## src/rtl/bus_out_arbiter.sv

```systemverilog
// Apple bus read-data arbiter: grants one card per phi0 cycle (lowest index wins),
// drives its data through phi0 and a short hold window, and aggregates card interrupts.
module bus_out_arbiter #(
  parameter int NUM_REQ             = 4,
  parameter int HOLD_CYCLES         = 2,
  parameter int BUS_DATA_OUT_ENABLE = 1,
  parameter int IRQ_OUT_ENABLE      = 1
) (
  input  logic                 clk_logic,
  input  logic                 device_reset_n,
  input  logic                 phi1_negedge,
  input  logic                 phi1_posedge,
  input  logic                 rw_n,
  input  logic [NUM_REQ-1:0]   req_i,
  input  logic [NUM_REQ*8-1:0] data_i,
  input  logic [NUM_REQ-1:0]   irq_n_i,
  input  logic [NUM_REQ-1:0]   irq_mask_i,
  output logic                 data_out_en_o,
  output logic [7:0]           data_out_o,
  output logic [NUM_REQ-1:0]   grant_o,
  output logic                 irq_n_o,
  output logic                 conflict_o,
  output logic [7:0]           conflict_count_o
);

  localparam int   IDX_W    = (NUM_REQ > 1) ? $clog2(NUM_REQ) : 1;
  localparam logic DRIVE_EN = (BUS_DATA_OUT_ENABLE != 0);
  localparam logic IRQ_EN   = (IRQ_OUT_ENABLE != 0);

  typedef enum logic [1:0] {S_IDLE, S_WAIT, S_DRIVE, S_HOLD} state_t;

  state_t           state;
  logic [3:0]       hold_cnt;
  logic [IDX_W-1:0] gnt_idx;
  logic [IDX_W-1:0] low_idx;
  logic [3:0]       req_pop;
  logic [7:0]       low_data;
  logic [7:0]       gnt_data;
  logic             irq_all_n;

  always_comb begin
    low_idx = '0;
    req_pop = '0;
    // Scan downwards so the lowest set index is the last one written.
    for (int k = NUM_REQ - 1; k >= 0; k--) begin
      if (req_i[k]) low_idx = IDX_W'(k);
    end
    for (int k = 0; k < NUM_REQ; k++) begin
      req_pop = req_pop + {3'b000, req_i[k]};
    end
    low_data  = data_i[8*int'(low_idx) +: 8];
    gnt_data  = data_i[8*int'(gnt_idx) +: 8];
    irq_all_n = &(irq_n_i | ~irq_mask_i);
  end

  always_ff @(posedge clk_logic or negedge device_reset_n) begin
    if (!device_reset_n) begin
      state            <= S_IDLE;
      hold_cnt         <= '0;
      gnt_idx          <= '0;
      data_out_en_o    <= 1'b0;
      data_out_o       <= 8'h00;
      grant_o          <= '0;
      irq_n_o          <= 1'b1;
      conflict_o       <= 1'b0;
      conflict_count_o <= 8'h00;
    end else begin
      conflict_o <= 1'b0;
      irq_n_o    <= IRQ_EN ? irq_all_n : 1'b1;
      case (state)
        S_IDLE: begin
          if (phi1_negedge) state <= S_WAIT;
        end
        S_WAIT: begin
          if (rw_n && (req_i != '0)) begin
            state         <= S_DRIVE;
            gnt_idx       <= low_idx;
            grant_o       <= NUM_REQ'(1) << low_idx;
            data_out_o    <= low_data;
            data_out_en_o <= DRIVE_EN;
            if (req_pop > 4'd1) begin
              conflict_o <= 1'b1;
              if (conflict_count_o != 8'hFF) conflict_count_o <= conflict_count_o + 8'd1;
            end
          end else if (phi1_posedge && !phi1_negedge) begin
            state <= S_IDLE;
          end
        end
        S_DRIVE: begin
          if (!req_i[gnt_idx]) begin
            data_out_en_o <= 1'b0;
            data_out_o    <= 8'h00;
            grant_o       <= '0;
            state         <= phi1_negedge ? S_WAIT : S_IDLE;
          end else if (phi1_posedge && phi1_negedge) begin
            // End of phi0 and start of the next one at once: the hold is aborted immediately.
            data_out_en_o <= 1'b0;
            data_out_o    <= 8'h00;
            grant_o       <= '0;
            state         <= S_WAIT;
          end else if (phi1_posedge) begin
            hold_cnt <= 4'(HOLD_CYCLES);
            state    <= S_HOLD;
          end else begin
            data_out_o <= gnt_data;
          end
        end
        S_HOLD: begin
          if (phi1_negedge || hold_cnt <= 4'd1) begin
            data_out_en_o <= 1'b0;
            data_out_o    <= 8'h00;
            grant_o       <= '0;
            hold_cnt      <= '0;
            state         <= phi1_negedge ? S_WAIT : S_IDLE;
          end else begin
            hold_cnt <= hold_cnt - 4'd1;
          end
        end
        default: state <= S_IDLE;
      endcase
    end
  end

endmodule

```

## config.mk

```make
export PLATFORM = sky130hd
export DESIGN_NAME = bus_out_arbiter
export DESIGN_NICKNAME = d
export VERILOG_FILES = /design/src/rtl/bus_out_arbiter.sv
export SDC_FILE = /design/constraint.sdc
export NUM_CORES = 1
export LEC_CHECK = 0
export BUFFER_PORTS_ARGS = -buffer_cell sky130_fd_sc_hd__buf_2
export CAP_MARGIN = 20
export CELL_PAD_IN_SITES_DETAIL_PLACEMENT = 1
export CELL_PAD_IN_SITES_GLOBAL_PLACEMENT = 1
export CORE_MARGIN = 2
export CORE_UTILIZATION = 38
export CTS_CLUSTER_DIAMETER = 120
export DETAILED_ROUTE_END_ITERATION = 8
export HOLD_SLACK_MARGIN = 0.08
export PLACE_DENSITY = 0.88
export SYNTH_ARGS = -nofsm -noshare
export SYNTH_HDL_FRONTEND = slang
export SYNTH_SLANG_ARGS = --single-unit
```

## constraint.sdc

```tcl
create_clock -name clk_logic -period 2.3 [get_ports clk_logic]
set_clock_uncertainty 0.1 [all_clocks]
set_input_delay 0.46 -clock clk_logic [delete_from_list [all_inputs] [get_ports clk_logic]]
set_output_delay 0.46 -clock clk_logic [all_outputs]
set_load 0.05 [all_outputs]
```

==> results.yml <==
clock_network:
  hold_buffers: 0
  clk_latency_ns: 0.28
  h-tree-depth: 2
  clockBufferDepth: 2
  cts.sinks: 31
  cts-root-buf: "clkbuf_8"
  cts.clk_slew.worst_paths_ns: 0.07
  cts_resized: 0
  post_cts_buffers: 0
  cts_buffers: 5
  cts_tree: "yes"
placed_design:
  gp_congestion: 0.735
  portBuffers: 71
  pre_cts_slack_ns: -0.0969
  dp_hpwl_mm: 4.63
  place_area_um2: 2590
  dp.cells: 347
synthesis:
  synth_flop_cell: "dfrtp_1"
  yosys.area.top_type: "dfrtp_1"
  synth_edf_count: 0
  yosysUniqueCellTypes: 50
  synthTopCellsByCount: "dfrtp_1, nand2_1, a21oi_1"
  yosysMostFrequentCell: "dfrtp_1"
  ys_seq_elements: 31
  synth_top_area_share: 0.357
  synth-async-reset-ratio: 1.00
  syn_nets: 255
  syn_area_um2: 2100
  ys_seq_area_frac: 0.369
  syn_inst: 201
  synthTopCellsByArea: "dfrtp_1, mux4_2, nand2_1"
  yosys_warnings: 0
  syn_avg_cell_area_um2: 10.5
floorplanning:
  io_pins: 72
  die_x_um: 78.4
  coreArea_um2: 5440
  row_count: 27
  die_height_um: 78.4
  initial_utilization: 0.387
  die-area_um2: 6150
sta:
  timing.final.crit_period_ns: 2.08
  period_share: 0.904
  fmax_mhz: 481
  report.final.slew_viol_count: 0
  tns_ns: 0
  setup_viol: 0
  fin_ws_ns: 0.221
  slew_headroom: 0.525
  rsz0062_at_grt: "false"
  hold_slack_ns: 0.130
  tightestPinTransition_ns: 0.712
  hold_viol_final: 0
worst_setup_path:
  arrival_ns: 2.15
  path_buf_inv: 1
  r2r_setup_slack_ns: 0.23
  cp_cell_sequence: "buf_2 -> fa_1 -> a21oi_1 -> a2111oi_4 -> o21a_1 -> nand4_1 -> xnor2_1"
  worst-path-max-fanout: 5
  reg2reg_depth: 7
  required_ns: 2.37
  crit_start: "req_i[0]"
  startpoint_type: "input port"
  critPathSlowestCell: "fa_1"
  timing.rr.start: "hold_cnt[0]"
  slowest_delay_ns: 0.54
  critPathTopFamily: "compound AO/OA/AOI/OAI gates"
  cp.depth: 7
  crit_end: "conflict_count_o[5]"
  critPathKind: "in2reg"
  endpoint_kind: "register"
  r2r-end: "grant_o[0]"
pwr:
  pwr-share-comb: 0.560
  peakVddDrop_uv: 529
  power.density_nw_per_um2: 1200
  power_leakage_nw: 1.27
  power.internal_mw: 1.69
  p_switching_mw: 1.55
  swShare: 0.478
  p_total_mw: 3.24
  p_seq_frac: 0.294
  pwr-share-clk: 0.147
min_path:
  hp-class: "in2async"
grt:
  grt_usage: 0.209
  grt_max_degree: 32
  overflow: 0
  grt_pass1_vias: 2050
  antenna_found_initial: 0
  grt_pass1_wl_mm: 9.94
routing:
  drt-total-wl_mm: 5.99
  top_layer_used: "met4"
  via_per_inst: 5.52
  wl_per_cell_um: 16.9
  drc: 0
  drtIter0Drc: 111
  vias: 1958
  wl_met1_mm: 2.36
  met2_length_mm: 3.06
  drtPass1Iterations: 4
  wl_met3_um: 472
  ant_nets: 0
finish:
  antenna_cells: 0
  post-route-util: 0.494
  fin_nets: 336
  drive_above_1_share: 0.410
  stdcell_count: 355
  syn_to_final_growth_pct: 27.7
  postLayoutCellArea_um2: 2690
flow_run:
  max_cap_violations: 0
run_status:
  outcome: "complete, no violations"
-- cell families after synthesis --
group	synth area share
AOI/OAI and AO/OA	0.249
DFF	0.369
muxes	0.136
xor gates and xnor gates	0.0291
adders and majority gates	0.0333
and+or+nand+nor	0.137
buffers and inverters	0.0464
-- metal layers --
metal | global-route usage | up-vias
met3 | 0.0621 | 10
met1 | 0.244 | 941
met5 | 0 | -
li1 | - | 922
met4 | 0.0719 | 0
met2 | 0.366 | 85
-- final cells by class --
cell class | instances | area, um^2
Clock buffer | 8 | 100
Sequential cell | 31 | 777
Multi-Input combinational cell | 150 | 1230
Timing Repair Buffer | 84 | 453
Tap cell | 72 | 90.1
Inverter | 10 | 37.5
Fill cell | 646 | 2750
-- flip-flops by register name, summed over array words and instances, names as in the netlist --
name / cells
gnt_idx: 2
data_out_en_o: 1
irq_n_o: 1
state: 2
hold_cnt: 4
grant_o: 4
data_out_o: 8
conflict_o: 1
conflict_count_o: 8
-- placed cells by master, fill, tap and decap left out, drive strengths merged, types with 7 or more instances in the layout --
cell    count
a21oi      14
a221o       8
a221oi      7
buf        84
clkbuf      8
dfrtp      30
inv        10
mux4        8
nand2      26
o21ai      15
o31ai       8
-- worst register-to-register path, stage by stage (launching register included) --
cell and delay [ns]:
dfrtp_1 0.41, inv_1 0.09, ha_1 0.22, or2_2 0.28, a211o_1 0.40, o21ai_1 0.31, nand2_1 0.10, o21ai_0 0.09
-- how the worst min path moves through the flow --
stage | start | end | slack (ns) | cells after the start
2_1_floorplan | device_reset_n | conflict_count_o[0] | 0.06 | 0
3_3_place_gp | data_out_o[1] | data_out_o[1] | 0.36 | 2
3_5_place_dp | data_out_o[6] | data_out_o[6] | 0.37 | 2
4_1_cts | device_reset_n | hold_cnt[2] | 0.15 | 1
5_1_grt | device_reset_n | hold_cnt[2] | 0.17 | 1
6_report | device_reset_n | grant_o[3] | 0.13 | 1
-- power groups by stage --
| stage | Clock, mW | Sequential, mW | Combinational, mW |
|---|---|---|---|
| after floorplan | 0 | 1.38 | 0.937 |
| after global placement | 0 | 0.942 | 1.76 |
| after detailed placement | 0 | 0.958 | 1.83 |
| after CTS | 0.487 | 0.953 | 1.83 |
| after global routing | 0.525 | 0.983 | 1.96 |
| final | 0.475 | 0.951 | 1.81 |
Power figures use the tool's default switching activity.
